$ cat config.mk
export PLATFORM = sky130hd
export DESIGN_NAME = dmem_bus_if_flat
export DESIGN_NICKNAME = d
export VERILOG_FILES = /design/src/rtl/dmem_bus_if_if.sv /design/src/rtl/dmem_bus_if.sv /design/src/flat_wrapper.sv
export SDC_FILE = /design/constraint.sdc
export NUM_CORES = 1
export LEC_CHECK = 0
export CORE_ASPECT_RATIO = 0.7
export CORE_MARGIN = 2
export CORE_UTILIZATION = 38
export CTS_CLUSTER_SIZE = 14
export DETAILED_ROUTE_END_ITERATION = 10
export GPL_TIMING_DRIVEN = 0
export PLACE_DENSITY = 0.77
export SYNTH_ARGS = -nofsm -noshare
export SYNTH_HDL_FRONTEND = slang
export SYNTH_SLANG_ARGS = --single-unit
$ cat constraint.sdc
create_clock -name clk -period 1.8 [get_ports clk]
set_input_delay 0.45 -clock clk [delete_from_list [all_inputs] [get_ports clk]]
set_output_delay 0.45 -clock clk [all_outputs]
set_load 0.02 [all_outputs]
$ cat src/rtl/dmem_bus_if_if.sv
// Data-memory bus bundle: registered cyc/stb request side from the master,
// read data and acknowledge back from the slave.
interface dmem_bus_if_if;
    logic        cyc;
    logic        stb;
    logic        we;
    logic [31:0] addr;
    logic [3:0]  sel;
    logic [31:0] wdata;
    logic [31:0] rdata;
    logic        ack;

    modport master (
        output cyc, stb, we, addr, sel, wdata,
        input  rdata, ack
    );

    modport slave (
        input  cyc, stb, we, addr, sel, wdata,
        output rdata, ack
    );
endinterface

$ cat src/rtl/dmem_bus_if.sv
// MEM-stage to data bus bridge: one registered cyc/stb transaction per request,
// stall request while outstanding, watchdog abort, and load data held across stalls.
module dmem_bus_if #(
    parameter int TIMEOUT = 16,
    parameter int CNT_W   = 5
) (
    input  logic        clk,
    input  logic        rst,
    input  logic [5:0]  stall,
    input  logic        flush,
    input  logic        cpu_ce_i,
    input  logic        cpu_we_i,
    input  logic [31:0] cpu_addr_i,
    input  logic [3:0]  cpu_sel_i,
    input  logic [31:0] cpu_data_i,
    output logic [31:0] cpu_data_o,
    output logic        stallreq,
    output logic        timeout_o,
    dmem_bus_if_if.master bus
);

    typedef enum logic [1:0] {IDLE, BUSY, HOLD} state_t;

    state_t           state;
    logic [CNT_W-1:0] cnt;
    logic [31:0]      rd_buf;

    logic mem_held;
    logic ack_hit;
    logic wd_fire;
    logic unused_stall;

    assign mem_held     = stall[4];
    assign unused_stall = ^{stall[5], stall[3:0]};

    // flush outranks both a real ack and the watchdog
    assign ack_hit = (state == BUSY) && bus.ack && !flush;
    assign wd_fire = (state == BUSY) && !bus.ack && !flush
                   && (cnt == CNT_W'(TIMEOUT - 1));

    assign timeout_o = wd_fire;

    always_comb begin
        stallreq   = 1'b0;
        cpu_data_o = 32'h0;
        case (state)
            IDLE: stallreq = cpu_ce_i && !flush && rst;
            BUSY: begin
                if (ack_hit)
                    cpu_data_o = bus.we ? 32'h0 : bus.rdata;
                else
                    stallreq = !flush && !wd_fire;
            end
            HOLD: if (!flush) cpu_data_o = rd_buf;
            default: ;
        endcase
    end

    always_ff @(posedge clk or negedge rst) begin
        if (!rst) begin
            state     <= IDLE;
            cnt       <= '0;
            rd_buf    <= 32'h0;
            bus.cyc   <= 1'b0;
            bus.stb   <= 1'b0;
            bus.we    <= 1'b0;
            bus.addr  <= 32'h0;
            bus.sel   <= 4'h0;
            bus.wdata <= 32'h0;
        end else if (flush) begin
            state   <= IDLE;
            cnt     <= '0;
            bus.cyc <= 1'b0;
            bus.stb <= 1'b0;
        end else begin
            case (state)
                IDLE: begin
                    if (cpu_ce_i) begin
                        bus.cyc   <= 1'b1;
                        bus.stb   <= 1'b1;
                        bus.we    <= cpu_we_i;
                        bus.addr  <= cpu_addr_i;
                        bus.sel   <= cpu_sel_i;
                        bus.wdata <= cpu_data_i;
                        cnt       <= '0;
                        state     <= BUSY;
                    end
                end
                BUSY: begin
                    if (ack_hit) begin
                        bus.cyc <= 1'b0;
                        bus.stb <= 1'b0;
                        // stores return zero so HOLD never exposes slave junk
                        rd_buf  <= bus.we ? 32'h0 : bus.rdata;
                        cnt     <= '0;
                        state   <= mem_held ? HOLD : IDLE;
                    end else if (wd_fire) begin
                        bus.cyc <= 1'b0;
                        bus.stb <= 1'b0;
                        cnt     <= '0;
                        state   <= IDLE;
                    end else begin
                        cnt <= cnt + 1'b1;
                    end
                end
                HOLD: if (!mem_held) state <= IDLE;
                default: state <= IDLE;
            endcase
        end
    end

endmodule
$ cat src/flat_wrapper.sv
// flat-port wrapper written by rule: the top's interface ports become plain ports
module dmem_bus_if_flat 
#(
    parameter int TIMEOUT = 16,
    parameter int CNT_W   = 5
)
  (clk, rst, stall, flush, cpu_ce_i, cpu_we_i, cpu_addr_i, cpu_sel_i, cpu_data_i, cpu_data_o, stallreq, timeout_o, bus_cyc, bus_stb, bus_we, bus_addr, bus_sel, bus_wdata, bus_rdata, bus_ack);
  dmem_bus_if_if bus_i ();
  input  logic clk;
  input  logic rst;
  input  logic [5:0] stall;
  input  logic flush;
  input  logic cpu_ce_i;
  input  logic cpu_we_i;
  input  logic [31:0] cpu_addr_i;
  input  logic [3:0] cpu_sel_i;
  input  logic [31:0] cpu_data_i;
  output logic [31:0] cpu_data_o;
  output logic stallreq;
  output logic timeout_o;
  output wire logic [$bits(bus_i.cyc)-1:0] bus_cyc;
  output wire logic [$bits(bus_i.stb)-1:0] bus_stb;
  output wire logic [$bits(bus_i.we)-1:0] bus_we;
  output wire logic [$bits(bus_i.addr)-1:0] bus_addr;
  output wire logic [$bits(bus_i.sel)-1:0] bus_sel;
  output wire logic [$bits(bus_i.wdata)-1:0] bus_wdata;
  input wire logic [$bits(bus_i.rdata)-1:0] bus_rdata;
  input wire logic [$bits(bus_i.ack)-1:0] bus_ack;
  assign bus_cyc = bus_i.cyc;
  assign bus_stb = bus_i.stb;
  assign bus_we = bus_i.we;
  assign bus_addr = bus_i.addr;
  assign bus_sel = bus_i.sel;
  assign bus_wdata = bus_i.wdata;
  assign bus_i.rdata = bus_rdata;
  assign bus_i.ack = bus_ack;
  dmem_bus_if #(.TIMEOUT(TIMEOUT), .CNT_W(CNT_W)) u_core (.clk(clk), .rst(rst), .stall(stall), .flush(flush), .cpu_ce_i(cpu_ce_i), .cpu_we_i(cpu_we_i), .cpu_addr_i(cpu_addr_i), .cpu_sel_i(cpu_sel_i), .cpu_data_i(cpu_data_i), .cpu_data_o(cpu_data_o), .stallreq(stallreq), .timeout_o(timeout_o), .bus(bus_i));
endmodule
==> impl_results.html <==
<table>
<tr><th>Metric</th><th>Value</th></tr>
<tr><th colspan="2">Timing</th></tr>
<tr><td>Post-route worst setup slack</td><td>-0.5794 ns</td></tr>
<tr><td>Final setup violation count</td><td>approximately 110</td></tr>
<tr><td>Measured slew at the worst slew-check pin</td><td>approximately 0.68 ns</td></tr>
<tr><td>Clock tree skew after final layout</td><td>0.007633 ns</td></tr>
<tr><td>RSZ-0062 raised after global routing</td><td>yes</td></tr>
<tr><td>Highest Clock Rate</td><td>420.3 MHz</td></tr>
<tr><td>Worst hold slack</td><td>approximately 0.058 ns</td></tr>
<tr><td>Share of the cycle needed by the critical path after routing</td><td>132.2%</td></tr>
<tr><td>Worst slew margin</td><td>a little over half</td></tr>
<tr><td>Final number of max-transition violations</td><td>0</td></tr>
<tr><td>Count of final hold-check violations</td><td>0</td></tr>
<tr><td>Shortest period the worst path allows</td><td>2.379 ns</td></tr>
<tr><td>Final total negative setup slack</td><td>-28.40 ns</td></tr>
<tr><th colspan="2">Routing</th></tr>
<tr><td>Number of remaining DRC errors</td><td>0</td></tr>
<tr><td>Detailed-router iteration count before antenna repair</td><td>4</td></tr>
<tr><td>Count of routing violations after the opening detailed-route iteration</td><td>201</td></tr>
<tr><td>Post-detailed-route count of antenna-violating nets</td><td>0</td></tr>
<tr><td>Vias/cell</td><td>a little over 5</td></tr>
<tr><td>Sum of routed wire length over all layers</td><td>15220 µm</td></tr>
<tr><td>Number of vias after detailed routing</td><td>around 3900</td></tr>
<tr><td>Post-DR wirelength/cell</td><td>19.81 µm</td></tr>
<tr><th colspan="2">Cells and area</th></tr>
<tr><td>Fraction of layout instances using a drive strength above 1</td><td>between 40% and 50%</td></tr>
<tr><td>Antenna cell count</td><td>0</td></tr>
<tr><td>Footprint of the multi-input gates</td><td>0.002590 mm²</td></tr>
<tr><td>Most frequent cells in the layout</td><td>147 x clkdlybuf4s50_1, 108 x dfrtp_1, 61 x mux2_4</td></tr>
<tr><td>Final-layout fill cell count</td><td>about 800</td></tr>
<tr><td>Area added between synthesis and finish</td><td>85.50%</td></tr>
<tr><td>Sequential cell area</td><td>0.002729 mm²</td></tr>
<tr><td>Net total in the final layout</td><td>roughly 700</td></tr>
<tr><td>Most common cell after layout, fill and taps aside</td><td>clkdlybuf4s50_1</td></tr>
<tr><th colspan="2">Pwr</th></tr>
<tr><td>Power per Cell Area</td><td>roughly 1200 mW/mm²</td></tr>
<tr><td>Switching pwr</td><td>about 3400 µW</td></tr>
<tr><td>Standby leakage power</td><td>slightly above 0.004 µW</td></tr>
<tr><td>Comb pwr share</td><td>approximately 43%</td></tr>
<tr><td>Fraction of power consumed by sequential logic</td><td>a little under two fifths</td></tr>
<tr><td>Clock share of power</td><td>between 15 and 20%</td></tr>
<tr><td>Power Total</td><td>about 11000 µW</td></tr>
<tr><td>Switch share</td><td>approximately a third</td></tr>
<tr><td>Max VDD drop</td><td>0.7390 mV</td></tr>
<tr><td>P_int</td><td>approximately 7200 µW</td></tr>
<tr><th colspan="2">Critical path</th></tr>
<tr><td>Largest fanout on the critical path</td><td>5</td></tr>
<tr><td>Reg-to-reg setup timing slack</td><td>-0.29 ns</td></tr>
<tr><td>Crit end category</td><td>primary output</td></tr>
<tr><td>Data arrival, critical path</td><td>1.93 ns</td></tr>
<tr><td>Startpoint-to-endpoint class of the critical path</td><td>register to primary output</td></tr>
<tr><td>Cell count of the worst reg-to-reg path</td><td>9</td></tr>
<tr><td>CP startpoint kind</td><td>register</td></tr>
<tr><td>WP data required</td><td>between 1 and 1.5 ns</td></tr>
<tr><th colspan="2">Clock tree</th></tr>
<tr><td>TritonCTS clock tree</td><td>done</td></tr>
<tr><td>Clock slew at reported path FFs</td><td>0.07 ns</td></tr>
<tr><td>Clock tree root buffer cell</td><td>clkbuf_16</td></tr>
<tr><td>Number of clock sinks</td><td>109</td></tr>
<tr><td>Largest buffer count on any clock path</td><td>2</td></tr>
<tr><td>Total clock buffers created by CTS</td><td>9</td></tr>
<tr><td>Latest clock arrival within the worst-skew pair</td><td>approximately 0.35 ns</td></tr>
<tr><td>Htree depth</td><td>3</td></tr>
<tr><th colspan="2">GRT</th></tr>
<tr><td>GRT Residual Overflow</td><td>0</td></tr>
<tr><td>Overall fraction of global-route tracks in use</td><td>between 20% and 30%</td></tr>
<tr><td>Global-route wire length before repair</td><td>roughly 21000 µm</td></tr>
<tr><td>Vias in the first global route</td><td>between 4000 and 5000</td></tr>
<tr><td>Antenna violations before repair</td><td>0</td></tr>
<tr><td>Maximum number of pins on one net before global-route repair</td><td>slightly below 60</td></tr>
<tr><th colspan="2">Place</th></tr>
<tr><td>Gpl congestion</td><td>between 0.7 and 0.8</td></tr>
<tr><td>HPWL after DPL</td><td>around 9400 µm</td></tr>
<tr><td>Count of buffers from port buffering</td><td>between 200 and 250</td></tr>
<tr><th colspan="2">Hold path</th></tr>
<tr><td>Class of the most critical hold timing path</td><td>input pin to async pin</td></tr>
<tr><th colspan="2">Synth</th></tr>
<tr><td>Net Count, Synth</td><td>460</td></tr>
<tr><td>Mapped Area</td><td>around 0.0048 mm²</td></tr>
<tr><td>Synthesis-stage register bit count</td><td>109</td></tr>
<tr><td>Number of instances in the synthesized netlist</td><td>roughly 340</td></tr>
<tr><td>Count of unique library cells instantiated by Yosys</td><td>31</td></tr>
<tr><td>Sequential share of the synthesized area</td><td>57.28%</td></tr>
<tr><td>Count of warnings emitted by yosys</td><td>0</td></tr>
<tr><td>Mean instance size in the synthesized netlist</td><td>around 14 µm²</td></tr>
<tr><th colspan="2">Floorplanning</th></tr>
<tr><td>Starting density of the core</td><td>approximately two fifths</td></tr>
<tr><td>DIE AREA</td><td>between 0.01 and 0.015 mm²</td></tr>
<tr><td>Top-level I/O count</td><td>approximately 220</td></tr>
<tr><td>Horizontal extent of the die</td><td>~140 µm</td></tr>
<tr><td>Rows</td><td>34</td></tr>
<tr><td>Die Ht</td><td>a little under 100 µm</td></tr>
<tr><td>Core outline area</td><td>approximately 0.012 mm²</td></tr>
<tr><th colspan="2">Flow run</th></tr>
<tr><td>Max Cap Viol</td><td>0</td></tr>
<tr><th colspan="2">Outcome</th></tr>
<tr><td>Violated checks</td><td>negative setup slack</td></tr>
<tr><td>Run status</td><td>complete, but fails checks</td></tr>
</table>
==> stage by stage <==
step	util, %	instance area (µm²)	setup slack [ns]	std cells
2_1_floorplan	-	5165	-0.04032	343
3_3_place_gp	60.55	7470	-4.539	715
3_5_place_dp	60.75	7495	-1.172	716
4_1_cts	66.32	8182	-0.5459	749
5_1_grt	71.60	8833	-0.6404	768
6_report	71.60	8833	-0.5794	768
==> routing by layer <==
layer	GRT usage (%)	routed length [µm]	part of all wire, %	vias up
met3	5.738	1072	7.0	15
met1	26.49	6474	43	1935
met2	32.87	7528	49	141
met5	0	0	0	-
met4	5.259	142	0.93	0
li1	-	-	-	1783
==> worst max-delay path: stages, from the launching register on <==
cell and delay [ns]:
dfrtp_1 0.43, inv_2 0.10, ha_4 0.16, nand3b_4 0.13, nor2_8 0.16, buf_12 0.14, clkbuf_16 0.15, a22oi_2 0.08
nor2b_4 0.11, buf_6 0.12
==> cell usage after synthesis (all sizes together) <==
| cell type | instances | area, µm² |
|---|---|---|
| nor3 | 1 | 5.000 |
| mux2 | 71 | 803.3 |
| a21oi | 1 | 5.000 |
| o31ai | 1 | 7.510 |
| clkbuf | 7 | 26.28 |
| ha | 5 | 62.56 |
| nand3b | 3 | 38.79 |
| nor2b | 35 | 219.0 |
| a211o | 1 | 8.760 |
| nor4 | 1 | 6.260 |
| nand3 | 2 | 10.01 |
| or3b | 1 | 8.760 |
| o21ai | 6 | 33.78 |
| nor3b | 1 | 12.51 |
| a22oi | 33 | 247.7 |
| and3 | 1 | 6.260 |
| nor2 | 4 | 31.28 |
| o21a | 2 | 15.01 |
| buf | 18 | 150.1 |
| inv | 5 | 18.77 |
| a211oi | 1 | 20.02 |
| a22o | 33 | 289.0 |
| nand4b | 1 | 8.760 |
| dfrtp | 109 | 2728 |
==> what timing repair did <==
action / in CTS / in global routing
setup endpoints to repair: 38 / 152
hold endpoints to repair: 52 / 15
resized for setup: 242 / 137
pin swaps: 11 / 10
setup buffers: 15 / 15
gates cloned: 3 / 3
==> layout make-up <==
class	count	area share [%]
Inverter	5	0.2125
Clock inverter	6	0.7790
Multi-Input combinational cell	206	29.32
Timing Repair Buffer	247	29.96
Clock buffer	10	2.705
Tap cell	162	2.295
Sequential cell	109	30.89
Buffer	23	3.839
==> final timing paths <==
kind	end	from
worst max-delay path	cpu_data_o[18]	u_core.state[1]
worst min-delay path	u_core.rd_buf[5]	rst
worst max register to register	u_core.state[1]	u_core.state[1]
worst min register to register	u_core.bus.wdata[11]	u_core.bus.wdata[11]
max in group asynchronous	u_core.cnt[4]	rst
min in group clk	u_core.bus.stb	flush
==> sequential cells by signal, indices dropped and copies added (netlist names) <==
signal	count
u_core.bus.sel	4
u_core.state	2
u_core.bus.addr	32
u_core.bus.wdata	32
u_core.bus.we	1
u_core.bus.stb	1
u_core.rd_buf	32
u_core.cnt	5
==> power groups by stage <==
stage | clock (µW) | combinational [µW] | sequential [µW]
after global placement | 0 | 3760 | 3890
after detailed placement | 0 | 3850 | 3930
after global routing | 2210 | 4740 | 4080
after floorplan | 0 | 1410 | 4540
after CTS | 2080 | 3970 | 3920
final | 2050 | 4510 | 3970
==> kinds of logic after synthesis <==
family	count (synthesis)	synth area share (%)
buffers and inverters	30	4.099
muxes	71	16.87
and+or+nand+nor	50	7.278
AOI/OAI and AO/OA	78	13.16
adders and majority gates	5	1.314
DFF	109	57.28
Note: power is estimated with default switching activity, not from simulation.
